[src/rtl/ranc_inject_pkg.sv]
// ranc_inject_pkg
// Shared types and defaults for the RANC west-input packet injector.
//   inject_state_t  : release FSM state (WAIT_TICK gates output, DRAIN releases it)
//   inject_entry_t  : one buffered FIFO word, {last, packet}, at the default width
//   DEFAULT_*       : default PACKET_WIDTH (dx 9 + dy 9 + axon 8 + tick 4) and FIFO depth
package ranc_inject_pkg;

  localparam int DEFAULT_PACKET_WIDTH = 30;
  localparam int DEFAULT_DEPTH        = 16;

  typedef enum logic {
    WAIT_TICK = 1'b0,
    DRAIN     = 1'b1
  } inject_state_t;

  typedef struct packed {
    logic                            last;
    logic [DEFAULT_PACKET_WIDTH-1:0] packet;
  } inject_entry_t;

endpackage

[src/rtl/ranc_inject_fifo.sv]
// ranc_inject_fifo
// First-word-fall-through FIFO. The head word is always visible on rdata.
// full and occupancy are registers, so full reflects the count at the start
// of the cycle: a pop in a full cycle does not open room for a push until the
// next cycle.
// Ports:
//   clk, rst      : clock, synchronous active-high reset (pointers/count to 0)
//   push, wdata   : write request and data (ignored while full)
//   pop           : read request (ignored while empty)
//   rdata         : head word
//   empty, full   : status
//   occupancy     : number of stored words, 0..DEPTH
module ranc_inject_fifo #(
  parameter int WIDTH = 31,
  parameter int DEPTH = 16
) (
  input  logic                     clk,
  input  logic                     rst,
  input  logic                     push,
  input  logic [WIDTH-1:0]         wdata,
  input  logic                     pop,
  output logic [WIDTH-1:0]         rdata,
  output logic                     empty,
  output logic                     full,
  output logic [$clog2(DEPTH):0]   occupancy
);

  localparam int AW = $clog2(DEPTH);
  localparam int CW = AW + 1;

  logic [WIDTH-1:0] mem [DEPTH];
  logic [AW-1:0]    wr_ptr;
  logic [AW-1:0]    rd_ptr;
  logic [CW-1:0]    count;
  logic [CW-1:0]    count_next;
  logic             full_q;
  logic             do_push;
  logic             do_pop;

  assign do_push = push & ~full_q;
  assign do_pop  = pop & (count != '0);

  // Simultaneous push and pop leaves the count unchanged; the count can never
  // pass DEPTH because pushes are blocked while full.
  always_comb begin
    count_next = count;
    if (do_push && !do_pop) begin
      count_next = count + CW'(1);
    end else if (do_pop && !do_push) begin
      count_next = count - CW'(1);
    end
  end

  always_ff @(posedge clk) begin
    if (do_push) begin
      mem[wr_ptr] <= wdata;
    end
  end

  // Pointers are AW bits wide, so they wrap modulo DEPTH on their own.
  always_ff @(posedge clk) begin
    if (rst) begin
      wr_ptr <= '0;
      rd_ptr <= '0;
      count  <= '0;
      full_q <= 1'b0;
    end else begin
      if (do_push) wr_ptr <= wr_ptr + AW'(1);
      if (do_pop)  rd_ptr <= rd_ptr + AW'(1);
      count  <= count_next;
      full_q <= (count_next == CW'(DEPTH));
    end
  end

  assign rdata     = mem[rd_ptr];
  assign empty     = (count == '0);
  assign full      = full_q;
  assign occupancy = count;

endmodule

[src/rtl/ranc_input_injector.sv]
// ranc_input_injector
// Tick-synchronised spike packet injector feeding the west input of RANC
// core 0. Host packets are buffered as {last, packet}; each group (ending in
// a last-marked packet) is released to the grid only after a tick pulse.
// Ports:
//   clk, rst                       : clock, synchronous active-high reset
//   tick                           : one-cycle pulse releasing the next group
//   host_packet_in/host_last/host_valid/host_ready : host write channel
//   packet_out, empty_out, ren_in  : grid read side (input_buffer_empty / ren)
//   occupancy                      : stored entries
//   underflow_error                : sticky, ren_in seen while empty_out = 1
//   tick_overrun_error             : sticky, tick seen mid-group in DRAIN
//   state_dbg                      : current release FSM state
//   packets_injected, groups_released : 32-bit wrapping counters, present
//                                    only with RANC_INJECTOR_STATS_EN defined
//
// Handshakes: a host word transfers on a rising edge where host_valid and
// host_ready are both 1; host_ready depends only on registered state. A grid
// word transfers on a rising edge where ren_in = 1 and empty_out = 0; ren_in
// with empty_out = 1 transfers nothing and is flagged as an underflow.
module ranc_input_injector
  import ranc_inject_pkg::*;
#(
  parameter int PACKET_WIDTH = DEFAULT_PACKET_WIDTH,
  parameter int DEPTH        = DEFAULT_DEPTH
) (
  input  logic                    clk,
  input  logic                    rst,
  input  logic                    tick,
  input  logic [PACKET_WIDTH-1:0] host_packet_in,
  input  logic                    host_last,
  input  logic                    host_valid,
  output logic                    host_ready,
  output logic [PACKET_WIDTH-1:0] packet_out,
  output logic                    empty_out,
  input  logic                    ren_in,
  output logic [$clog2(DEPTH):0]  occupancy,
  output logic                    underflow_error,
  output logic                    tick_overrun_error,
  output inject_state_t           state_dbg
`ifdef RANC_INJECTOR_STATS_EN
  ,
  output logic [31:0]             packets_injected,
  output logic [31:0]             groups_released
`endif
);

  inject_state_t       state;
  logic [PACKET_WIDTH:0] fifo_wdata;
  logic [PACKET_WIDTH:0] fifo_rdata;
  logic                fifo_empty;
  logic                fifo_full;
  logic                push;
  logic                pop;
  logic                popped_last;

  assign fifo_wdata  = {host_last, host_packet_in};
  assign host_ready  = ~fifo_full;
  assign push        = host_valid & host_ready;
  assign empty_out   = fifo_empty | (state != DRAIN);
  assign pop         = ren_in & ~empty_out;
  assign popped_last = pop & fifo_rdata[PACKET_WIDTH];
  assign packet_out  = empty_out ? '0 : fifo_rdata[PACKET_WIDTH-1:0];
  assign state_dbg   = state;

  ranc_inject_fifo #(
    .WIDTH (PACKET_WIDTH + 1),
    .DEPTH (DEPTH)
  ) u_fifo (
    .clk       (clk),
    .rst       (rst),
    .push      (push),
    .wdata     (fifo_wdata),
    .pop       (pop),
    .rdata     (fifo_rdata),
    .empty     (fifo_empty),
    .full      (fifo_full),
    .occupancy (occupancy)
  );

  // Release FSM and sticky error flags. A tick arriving on the same edge as
  // the last pop of a group chains straight into the next group; any other
  // tick during DRAIN is dropped and flagged.
  always_ff @(posedge clk) begin
    if (rst) begin
      state              <= WAIT_TICK;
      underflow_error    <= 1'b0;
      tick_overrun_error <= 1'b0;
    end else begin
      if (ren_in && empty_out) begin
        underflow_error <= 1'b1;
      end
      case (state)
        WAIT_TICK: begin
          if (tick) state <= DRAIN;
        end
        DRAIN: begin
          if (popped_last) begin
            if (!tick) state <= WAIT_TICK;
          end else if (tick) begin
            tick_overrun_error <= 1'b1;
          end
        end
        default: state <= WAIT_TICK;
      endcase
    end
  end

`ifdef RANC_INJECTOR_STATS_EN
  logic group_release;
  assign group_release = tick & ((state == WAIT_TICK) | popped_last);

  always_ff @(posedge clk) begin
    if (rst) begin
      packets_injected <= '0;
      groups_released  <= '0;
    end else begin
      if (pop)           packets_injected <= packets_injected + 32'd1;
      if (group_release) groups_released  <= groups_released + 32'd1;
    end
  end
`endif

endmodule

[config.mk]
export PLATFORM = sky130hd
export DESIGN_NAME = ranc_input_injector
export DESIGN_NICKNAME = d
export VERILOG_FILES = /design/src/rtl/ranc_inject_pkg.sv /design/src/rtl/ranc_inject_fifo.sv /design/src/rtl/ranc_input_injector.sv
export SDC_FILE = /design/constraint.sdc
export NUM_CORES = 1
export LEC_CHECK = 0
export ABC_AREA = 1
export CORE_ASPECT_RATIO = 1.75
export CORE_UTILIZATION = 60
export CTS_CLUSTER_SIZE = 10
export DETAILED_ROUTE_END_ITERATION = 10
export DONT_BUFFER_PORTS = 1
export PLACE_DENSITY = 0.76
export SLEW_MARGIN = 30
export SYNTH_ARGS = -nofsm -noshare
export SYNTH_HDL_FRONTEND = slang
export SYNTH_SLANG_ARGS = --single-unit
[constraint.sdc]
create_clock -name clk -period 7.5 [get_ports clk]
set_clock_uncertainty 0.15 [all_clocks]
set_input_delay 0.75 -clock clk [delete_from_list [all_inputs] [get_ports clk]]
set_output_delay 0.75 -clock clk [all_outputs]
set_load 0.01 [all_outputs]
; Word-level counts from Yosys, hierarchy flattened
; Memory sizes are Yosys's and may differ from the RTL's. A register that Yosys moved wholly into a read port is not among the register bits.
; Cells that the tools add are included.
[word_totals]
regBits = 17
latchBits = 0
mem_bits_rw = 496
romBits = 0
output_inout_bits = 40
memories = 1
[memory_table]
columns = memory, depth, width, rd, rd_clocked_by_memory_dff, write_ports, line_no
row1 = u_fifo.mem, 16, 31, 1, 1, 1, ranc_inject_fifo.sv:31  ; logic [WIDTH-1:0] mem [DEPTH];
[op_classes]
add_sub_neg = 4
mul = 0
div_mod_pow = 0
order_cmp = 0
eq_ne = 1
shifts = 0
muxes = 10
bitwise = 10
n_reduce_logical = 8
[op_table]
columns = cell, count
row1 = 2-to-1 mux 30 bit, 1
row2 = 2-to-1 mux 5 bit, 2
row3 = "adder 4 x 1 -> 4 bit, second input constant", 2
row4 = 2-to-1 mux 4 bit, 2
row5 = "adder 5 x 1 -> 5 bit, second input constant", 1
row6 = AND 1 bit, 5
row7 = "== test 5 bit, second input constant", 1
row8 = logical NOT 5 bit, 1
row9 = nonzero test 5 bit, 1
row10 = "subtractor 5 x 1 -> 5 bit, second input constant", 1
row11 = 2-to-1 mux 1 bit, 4
row12 = NOT 1 bit, 4
row13 = logical AND 1 bit, 3
row14 = AND reduction 3 bit, 1
row15 = logical NOT 1 bit, 2
row16 = case mux 1 bit (2 select lines), 1
row17 = OR 1 bit, 1

; Depth between registers and ports, before layout
; Gate-level depths: netlist (run 1).
[depth]
word_depth = 9
mapped_depth = 13
mapped_depth_nobuf = 13

; Hierarchy
; From an unflattened synthesis (run 1), not the netlist that was laid out.
[hier_totals]
cells_unflattened = 1544
area_unflattened_um2 = 20561.0
[modules_own_cells]
columns = mod, n_inst, cells_per_inst, area_per_inst_um2, seq_area_each_um2
row1 = ranc_inject_fifo, 1, 1460, 20093.0, 15254.6
row2 = ranc_input_injector, 1, 84, 467.9, 60.1

; Worst setup path before layout (run 1)
; No wires, ideal clock.
[synth_timing]
path_kind = input to register
start = input port host_valid
end = memory u_fifo.mem[0][0], enable pin
setup_time_ps = 419
t_arrival_ps = 2493
required_time_ps = 6931
setup_slack_ps = 4438
path_stages = 4
n_path_buf = 0
path_cell_list = nand2_1 inv_1 nand2_1 nor2_1
[synth_via]
elab_chain_cells = 4
[synth_lines]
columns = element, line_no
row1 = "start, declared", ranc_input_injector.sv:32  ; input logic host_valid,
row2 = AND 1 bit, ranc_input_injector.sv:59  ; assign push = host_valid & host_ready;
row3 = AND 1 bit, ranc_inject_fifo.sv:40  ; assign do_push = push & ~full_q;
row4 = 2-to-1 mux 1 bit, ranc_inject_fifo.sv:55  ; if (do_push) begin
row5 = 2-to-1 mux 1 bit (not written as such), ranc_inject_fifo.sv:56  ; mem[wr_ptr] <= wdata;
row6 = "end, declared", ranc_inject_fifo.sv:31
; No other way between the ends.

==> results by group, run 1 <==
Worst setup path
  • Crit Path Max Fanout: 113
  • FF-to-FF End: state_dbg
  • Worst setup path endpoint: packet_out[1]
  • Crit path DAT: approximately 4.1 ns
  • Worst Setup End Kind: primary output
  • Worst R2R Setup Slack: 3.99 ns
  • Worst Setup Path Type: register to primary output
  • Startpoint Class: register
  • WP data required: 6.60 ns
  • R2R cell count: 9

Worst hold path
  • Hold crit path type: input port to register

Power and ir drop
  • Net Sw Frac: 0.229
  • Combinational group share of total power: 0.083
  • Sw power: 1.41 mW
  • Overall Power: ~6.2 mW
  • Flop pwr share: 0.530
  • PwrDens: 275 nW/um^2
  • Internal power: roughly 4.8 mW
  • Leak Pwr: ~7.2 nW
  • Peak supply drop: about 0.19 mV
  • Clock Power Share: 0.386

STA
  • Max-slew headroom: 0.286
  • Max-slew violations: 0
  • Final Hold Viols: 0
  • Final TNS setup: 0 ns
  • RSZ-0062 raised after global routing: no
  • Min Hold Slack: 0.0899 ns
  • Final setup vio count: 0
  • Minimum clock period: 5.03 ns
  • Max frequency: ~0.2 GHz
  • Worst-Margin Slew: 1.07 ns
  • Period Utilization, post-route: 0.671

Cells and area
  • Fillcell total: 2312
  • Syn-to-layout area delta: 8.95%
  • Nets: around 1600
  • N_diodes: 0
  • Ratio of cells with drive above 1 in the final layout: 0.0820
  • Sequential cell area: 15300 sq um
  • Multi-input logic area: around 4700 sq um
  • Post-Route Utilization: 0.666

Logic synthesis
  • Netlist Area Pre-Place: 20600 sq um
  • Share of the yosys chip area belonging to registers: 0.743
  • Largest area contributor in the netlist: edfxtp_1
  • Syn_area_per_cell: about 13 sq um
  • Mapped Nets: 1613
  • Distinct cell type count after synthesis: 34
  • Area contributors post-synth: edfxtp_1 (72%), nor2_1 (6.0%), o21ai_0 (6.0%)
  • Yosys warns: 0
  • Post-synthesis register bit count: between 500 and 600
  • Synth Instances: 1569
  • Proportion of netlist area held by the largest area contributor: 0.722

Drt
  • Avg WL per Cell: 23.9 microns
  • Vias: between 10000 and 15000
  • DRC errors left: 0
  • Drt initial violations: 1477
  • Antenna-violating nets left: 0
  • Drt pass-1 iters: 5
  • Vias/cell: ~6.4
  • Routed wire length: 48300 microns

Floorplan
  • Core area: 33700 sq um
  • Starting Density: 0.611
  • Row count: 89
  • IO Pins: 76
  • Die height: 247 microns
  • Die Wd: 142 microns
  • Die area: 35100 sq um

Global route
  • Antenna violations before repair: 0
  • Grt total ovfl: 0
  • Largest net degree at the start of global routing: 168
  • Vias in the first global route: 12700
  • Total track usage: 0.280
  • First-pass GRT wire length: just over 70000 microns

Clock tree
  • Clock slew at reported path FFs: 0.06 ns
  • CTS tree: yes
  • Post CTS Setup Buffer Count: 0
  • Post_cts resized: 0
  • # H-tree levels: 2
  • Num Clock Sinks: 517
  • TritonCTS Buffers: 57
  • CTS Buffer Depth: 3
  • Worst skew pair latency: 0.58 ns
  • # hold bufs at CTS: 0
  • Root Driver: clkbuf_16

Placement
  • Routability Congestion: between 0.7 and 0.8
  • Post-DP HPWL: 23900 microns
  • PortBufs: 0

Run
  • Max-Cap Viols: 0

Status
  • Status: completed
[cell type report]
class	instances	area share
multi-input combinational	905	0.208
inverter	42	0.00746
clock inverter	2	0.000613
clock buffer	69	0.0674
timing repair buffer	26	0.00886
sequential	517	0.682
tap	455	0.0253
[worst min path at each step]
stage               cells past startpoint                   to              from
finish                                  1  u_fifo.occupancy[0]               rst
global route                            1  u_fifo.occupancy[1]               rst
CTS                                     1  u_fifo.occupancy[1]               rst
detailed placement                      1     u_fifo.rd_ptr[3]  u_fifo.rd_ptr[3]
global placement                        1             register  u_fifo.rd_ptr[3]
floorplan                               1             register  u_fifo.rd_ptr[3]
[synth_stat cells]
cell type	instances
edfxtp_1	496
nor2_1	330
o21ai_0	246
nand3_1	70
o211ai_1	60
a21oi_1	59
clkbuf_1	51
nand2_1	44
inv_1	38
o221ai_1	32
buf_2	26
dfxtp_1	21
buf_6	14
o22ai_1	14
o21ai_1	13
a211oi_2	12
ha_1	8
buf_4	7
buf_1	5
nor3_1	3
xor2_1	3
a211oi_1	2
buf_12	2
inv_2	2
nand4_1	2
a2111oi_0	1
clkinv_1	1
inv_4	1
nand2_2	1
nand2_4	1
nand3_2	1
nand4_2	1
nor2_4	1
xnor2_1	1
[registers in the layout, summed over array words and instances, names as in the netlist, named ones only]
| signal | count |
|---|---|
| tick_overrun_error | 1 |
| state_dbg | 1 |
| u_fifo.full | 1 |
| u_fifo.occupancy | 5 |
| underflow_error | 1 |
| u_fifo.wr_ptr | 4 |
| u_fifo.mem | 496 |
| u_fifo.rd_ptr | 4 |
[worst max-delay path, cell delays in order, from the launching register on]
cell	delay (ns)
dfxtp_4	0.81
buf_4	0.81
buf_6	0.70
o21ai_0	0.22
o221ai_1	0.31
nand3_1	0.15
a21oi_1	0.50
[per-layer routing]
metal	GRT usage	up-vias	part of all wire	wire, microns
met2	0.480	700	0.52	24900
met3	0.0523	136	0.091	4390
met1	0.340	6376	0.35	17100
met4	0.136	0	0.039	1870
li1	-	5725	-	-
met5	0	-	0	0
[per-stage QoR]
stage,setup WS [ns],cell area (sq um),std cells
2_1_floorplan,4.44,20600,1569
3_3_place_gp,3.02,20900,1945
4_1_cts,2.22,22500,2016
6_report,2.47,22500,2016
5_1_grt,2.26,22500,2016
3_5_place_dp,2.92,20900,1945
[cells in the final DEF, fill, tap and decap left out, drive strengths merged]
master,Yosys,layout
edfxtp,496,496
nor2,331,331
o21ai,259,259
nand3,71,71
clkbuf,51,69
o211ai,60,60
a21oi,59,59
nand2,46,46
inv,41,43
o221ai,32,32
buf,54,26
dfxtp,21,21
o22ai,14,14
a211oi,14,14
ha,8,8
nor3,3,3
xor2,3,3
nand4,3,3
xnor2,1,1
a2111oi,1,1
clkinv,1,1
[cells by family after synthesis]
kind of cell | count (synthesis) | share of synthesized area
AOI/OAI and AO/OA | 439 | 0.125
xor gates and xnor gates | 4 | 0.00170
adders and majority gates | 8 | 0.00486
buffers and inverters | 147 | 0.0364
DFF | 517 | 0.743
and+or+nand+nor | 454 | 0.0889
[power by group through the flow]
stage / clock network [mW] / logic (mW) / registers [mW]
2_1_floorplan: 0 / 0.409 / 3.31
6_report: 2.39 / 0.516 / 3.28
3_5_place_dp: 0 / 0.509 / 3.34
3_3_place_gp: 0 / 0.489 / 3.33
5_1_grt: 2.50 / 0.567 / 3.28
4_1_cts: 2.40 / 0.514 / 3.28
No activity file was read; power rests on OpenSTA's default activity.
==> run 2, diff against run 1 <==
Clock period 7.5 ns to 5.3 ns, I/O delays scaled along.
==> run 2 against run 1 <==
Against the previous run:
- routed wire length decreased by 0.15%
- clock power grew 43%
- global-route usage increased by 0.20 points
- worst setup slack lost 1.2 ns
- critical path type unchanged
==> results by group, run 2 (same netlist as run 1, synthesis figures left out) <==
Status
  • Status: completed

Global route
  • Met1 Usage GRT: 0.338
  • Antenna violations before repair: 0
  • Met2 track demand over resource: 0.486
  • Largest net degree at the start of global routing: 183
  • Grt total ovfl: 0
  • Total track usage: 0.282
  • Vias in the first global route: 13200
  • First-pass GRT wire length: approximately 73000 microns
  • GRT Max-Usage Layer: met2
  • Met3 track demand over resource: 0.0461

Cells and area
  • Commonest cells after routing, fill and taps aside: edfxtp_1 (496), nor2_1 (314), o21ai_0 (246)
  • Nets: 1627
  • N_diodes: 0
  • Max reg flops: 496
  • Post-Route Utilization: 0.677
  • Commonest non-fill, non-tap cell in the layout: edfxtp_1
  • Largest Register: u_fifo.mem
  • Syn-to-layout area delta: 10.8%
  • Ratio of cells with drive above 1 in the final layout: 0.0784
  • Fillcell total: 2223

Placement
  • Post-DP HPWL: 24700 microns
  • Routability Congestion: 0.762
  • PortBufs: 0

Worst hold path
  • Beginning of the worst hold path: rst
  • Hold path cells: 3
  • Hold crit path type: input port to register
  • Worst Hold Path EP: u_fifo.wr_ptr[1]

STA
  • Max-slew violations: 0
  • Final TNS setup: 0 ns
  • RSZ-0062 raised after global routing: no
  • Final setup vio count: 0
  • Worst-Margin Slew: ~1 ns
  • Period Utilization, post-route: 0.768
  • Max-slew headroom: 0.327
  • Max frequency: between 0.2 and 0.25 GHz
  • Minimum clock period: 4.07 ns
  • Final Hold Viols: 0

Clock tree
  • Num Clock Sinks: just over 500
  • Worst skew pair latency: 0.58 ns
  • TritonCTS Buffers: 57
  • CTS tree: yes
  • CTS Buffer Depth: 3
  • Post_cts resized: 0
  • Clock slew at reported path FFs: 0.06 ns
  • Root Driver: clkbuf_16
  • # H-tree levels: 2

Floorplan
  • Die Wd: approximately 140 microns
  • Core area: around 34000 sq um
  • Row count: 89
  • IO Pins: 76
  • Starting Density: 0.611
  • Die height: 247 microns
  • Die area: around 35000 sq um

Worst setup path
  • Worst R2R Setup Slack: 2.33 ns
  • Crit Path Max Fanout: ~130
  • Worst Setup Path Type: register to primary output
  • Startpoint Class: register
  • FF-to-FF End: state_dbg
  • R2R cell count: 9
  • Worst Setup End Kind: primary output
  • Crit path DAT: 3.39 ns
  • WP data required: approximately 4.6 ns

Drt
  • Drt initial violations: 1340
  • Avg WL per Cell: approximately 23 microns
  • Vias/cell: 6.33
  • Drt pass-1 iters: 7
  • Vias: 13000
  • Routed wire length: 48200 microns
  • DRC errors left: 0
  • Antenna-violating nets left: 0

Run
  • Max-Cap Viols: 0

Power and ir drop
  • Overall Power: slightly below 9 mW
  • Peak supply drop: 0.354 mV
  • Leak Pwr: 7.32 nW
  • PwrDens: 387 nW/um^2
## run 2: where the power goes
part           leakage [nW]  switching (mW)  internal, mW
Sequential             4.65          0.0662          4.57
Combinational          1.92           0.563         0.229
Clock                 0.750            1.43          1.97
## run 2: worst max path at each step
stage / start / endpoint
after global routing: register / packet_out[1]
after global placement: register / packet_out[6]
after CTS: register / packet_out[1]
after floorplan: host_valid / u_fifo.mem[0][0]
after detailed placement: register / packet_out[1]
final: register / packet_out[1]
## run 2: repair_timing
item	in CTS	in global routing
hold buffers	34	0
setup buffers	0	0
hold endpoints to repair	506	0
## run 2: layer usage
metal,part of all wire,up-vias
li1,-,5811
met1,0.37,6405
met2,0.51,689
met3,0.079,141
met4,0.042,0
met5,0,-
## run 2: layout make-up
| type | instances | area (sq um) | area share |
|---|---|---|---|
| Multi-Input combinational cell | 905 | 4670 | 0.205 |
| Clock buffer | 81 | 1540 | 0.0673 |
| Tap cell | 455 | 569 | 0.0249 |
| Sequential cell | 517 | 15300 | 0.671 |
| Timing Repair Buffer | 60 | 561 | 0.0245 |
| Inverter | 42 | 165 | 0.00723 |
| Clock inverter | 2 | 20.0 | 0.000876 |
## run 2: critical path, cell delays in order, from the launching register on
cell and delay (ns):
dfxtp_4 0.57, inv_6 0.74, buf_12 0.38, nor2_1 0.10, nor2_1 0.13, o21ai_0 0.13, o211ai_1 0.13, nand3_1 0.09
a21oi_1 0.37
## run 2: per-stage QoR
stage	hold WS, ns	cells	instance area, sq um	setup slack (ns)
2_1_floorplan	0.262	1569	20600	2.46
3_3_place_gp	0.275	1945	21000	1.90
3_5_place_dp	0.283	1945	21000	1.90
4_1_cts	0.0355	2062	22900	1.24
5_1_grt	0.0518	2062	22900	1.00
6_report	0.0668	2062	22900	1.23
==> run 3, diff against run 2 <==
Settings changed: ABC_AREA 1 to 0, CORE_UTILIZATION 60 to 57, PLACE_DENSITY 0.76 to 0.75.
Clock period 5.3 ns to 3.72 ns, I/O delays scaled along.
==> run 3 against run 2 <==
Against the previous run:
- register-to-register slack got worse by 1.2 ns
- synthesized cell count fell by 38%
- first-iteration DRC count fell by 44%
- die area rose by 2.2%
- sequential power rose by 41%
- critical path depth fell by 2
- largest power group unchanged
- non-clock buffer count rose by 22
- clock power rose by 42%
==> results by group, run 3 <==
Status
  • Status: completed

Global route
  • Largest net degree at the start of global routing: 97
  • First-pass GRT wire length: approximately 64000 microns
  • Antenna violations before repair: 1
  • Grt total ovfl: 0
  • Total track usage: 0.252
  • Vias in the first global route: between 10000 and 15000

Worst setup path
  • WP data required: 3.20 ns
  • Crit path DAT: 2.89 ns
  • CP Cell Sequence: inv_1 -> ha_1 -> or4b_4 -> nand2_2 -> buf_4 -> a211oi_1
  • Worst Setup End Kind: primary output
  • Worst Setup Path Type: register to primary output
  • CP max stage delay: 0.54 ns
  • Slowest-stage cell, CP: dfxtp_1
  • Crit Path Max Fanout: 15
  • Startpoint Class: register

STA
  • Final Hold Viols: 0
  • Minimum clock period: 3.41 ns
  • Max-slew headroom: 0.374
  • Max frequency: 0.293 GHz
  • Worst-Margin Slew: roughly 0.94 ns
  • Final setup vio count: 0
  • Max-slew violations: 0
  • RSZ-0062 raised after global routing: no
  • Period Utilization, post-route: 0.918

Logic synthesis
  • Area contributors post-synth: edfxtp_1 (74%), mux4_2 (14%), dfxtp_1 (2.1%)
  • Yosys warns: 0
  • Post-synth top flop: edfxtp_1
  • Syn_area_per_cell: 20.7 sq um
  • Netlist Area Pre-Place: 20000 sq um
  • Mapped Nets: 1013
  • Asr flop ratio synth: 0
  • Most frequent cell after synthesis: edfxtp_1
  • Number of synthesized flops with an enable pin: 496
  • Commonest cells in the netlist: edfxtp_1 (496), mux4_2 (120), nand2_1 (77), mux2i_1 (39), a211oi_1 (31)
  • Largest area contributor in the netlist: edfxtp_1
  • Post-synthesis register bit count: 517
  • Proportion of netlist area held by the largest area contributor: 0.744
  • Synth Instances: between 900 and 1000
  • Distinct cell type count after synthesis: 40
  • Share of the yosys chip area belonging to registers: 0.765

Drt
  • Routed wire length: 43100 microns
  • DRC errors left: 0
  • Vias: 9702
  • Antenna-violating nets left: 0
  • Drt pass-1 iters: 5
  • Vias/cell: about 6.3
  • Avg WL per Cell: 28.2 microns
  • Drt initial violations: 750

Cells and area
  • Commonest cells after routing, fill and taps aside: edfxtp_1 (496), mux4_2 (120), nand2_1 (76)
  • Commonest non-fill, non-tap cell in the layout: edfxtp_1
  • Largest Register: u_fifo.mem
  • Nets: 1100
  • Ratio of cells with drive above 1 in the final layout: 0.239
  • Fin area: around 23000 sq um
  • Syn-to-layout area delta: 13.8%
  • N_diodes: 0
  • Max reg flops: between 400 and 500

Floorplan
  • Die area: 35900 sq um
  • Core area: 34600 sq um
  • IO Pins: 76
  • Die Wd: 144 microns
  • Starting Density: 0.579
  • Row count: 90
  • Die height: 250 microns

Worst hold path
  • Hold crit path type: input port to register

Power and ir drop
  • Overall Power: 12.3 mW
  • Leak Pwr: around 7.1 nW
  • Peak supply drop: 0.388 mV
  • PwrDens: about 540 nW/um^2

Clock tree
  • # H-tree levels: 2
  • Root Driver: clkbuf_16
  • Post CTS Setup Buffer Count: 0
  • CTS tree: yes
  • Worst skew pair latency: slightly below 0.6 ns
  • Num Clock Sinks: ~520
  • Clock slew at reported path FFs: 0.06 ns
  • CTS Buffer Depth: 3
  • TritonCTS Buffers: 57

Placement
  • Post-DP HPWL: 22800 microns
  • Post-place instance area: 20900 sq um
  • PortBufs: 0
  • Routability Congestion: 0.757

Run
  • Max-Cap Viols: 0
==> run 3: cells by family after synthesis <==
group	count (synthesis)	share of synthesized area
muxes	161	0.156
AOI/OAI and AO/OA	49	0.0174
buffers and inverters	62	0.0139
adders and majority gates	8	0.00500
and+or+nand+nor	163	0.0390
DFF	517	0.765
xor gates and xnor gates	9	0.00394
==> run 3: routing by layer <==
layer,vias to the layer above,share of wire,GRT usage
li1,4102,-,-
met1,5161,0.35,0.300
met2,347,0.55,0.450
met3,90,0.061,0.0418
met4,2,0.034,0.100
met5,-,0.00030,0
==> run 3: layout make-up <==
class,instances,area [sq um]
Multi-Input combinational cell,390,4550
Inverter,8,30.0
Clock inverter,3,40.0
Timing Repair Buffer,82,763
Sequential cell,517,15300
Fill cell,2219,11800
Tap cell,460,576
Clock buffer,68,1490
==> run 3: path summary, 6_finish.rpt <==
check                      end  slack (ns)                start  cells after the start
min           u_fifo.wr_ptr[0]        0.07           host_valid                      3
max             packet_out[16]        0.31  u_fifo.occupancy[0]                      6
max reg2reg  u_fifo.mem[15][1]        1.09          u_fifo.full                      4
min reg2reg   u_fifo.wr_ptr[0]        0.37     u_fifo.wr_ptr[0]                      2
==> run 3: per-stage QoR <==
stage	setup TNS, ns	hold slack, ns	worst slack [ns]	util	instances
final	0	0.0741	0.306	0.659	1528
after global routing	0	0.0846	0.180	0.659	1528
after CTS	0	0.0528	0.286	0.659	1528
after detailed placement	0	0.294	0.924	0.605	1423
after global placement	0	0.296	0.938	0.605	1423
after floorplan	-9.79	0.318	-0.158	-	969
==> run 3: where the power goes <==
group          switching (mW)  internal [mW]
Sequential             0.0778           6.46
Combinational           0.503          0.440
Clock                    2.06           2.77
==> run 3: critical path: cells and delay by family (launching register included) <==
family	cells	cell delay [ns]
flip-flops	1	0.54
buffers and inverters	2	0.49
adder cells (fa/ha/maj)	1	0.24
AO/OA/AOI/OAI	1	0.49
AND/OR/NAND/NOR	2	0.52
==> run 3: repair_timing <==
action | in CTS | in global routing
resized for setup | 0 | 0
hold buffers | 34 | 0
endpoints found under the hold margin | 516 | 0
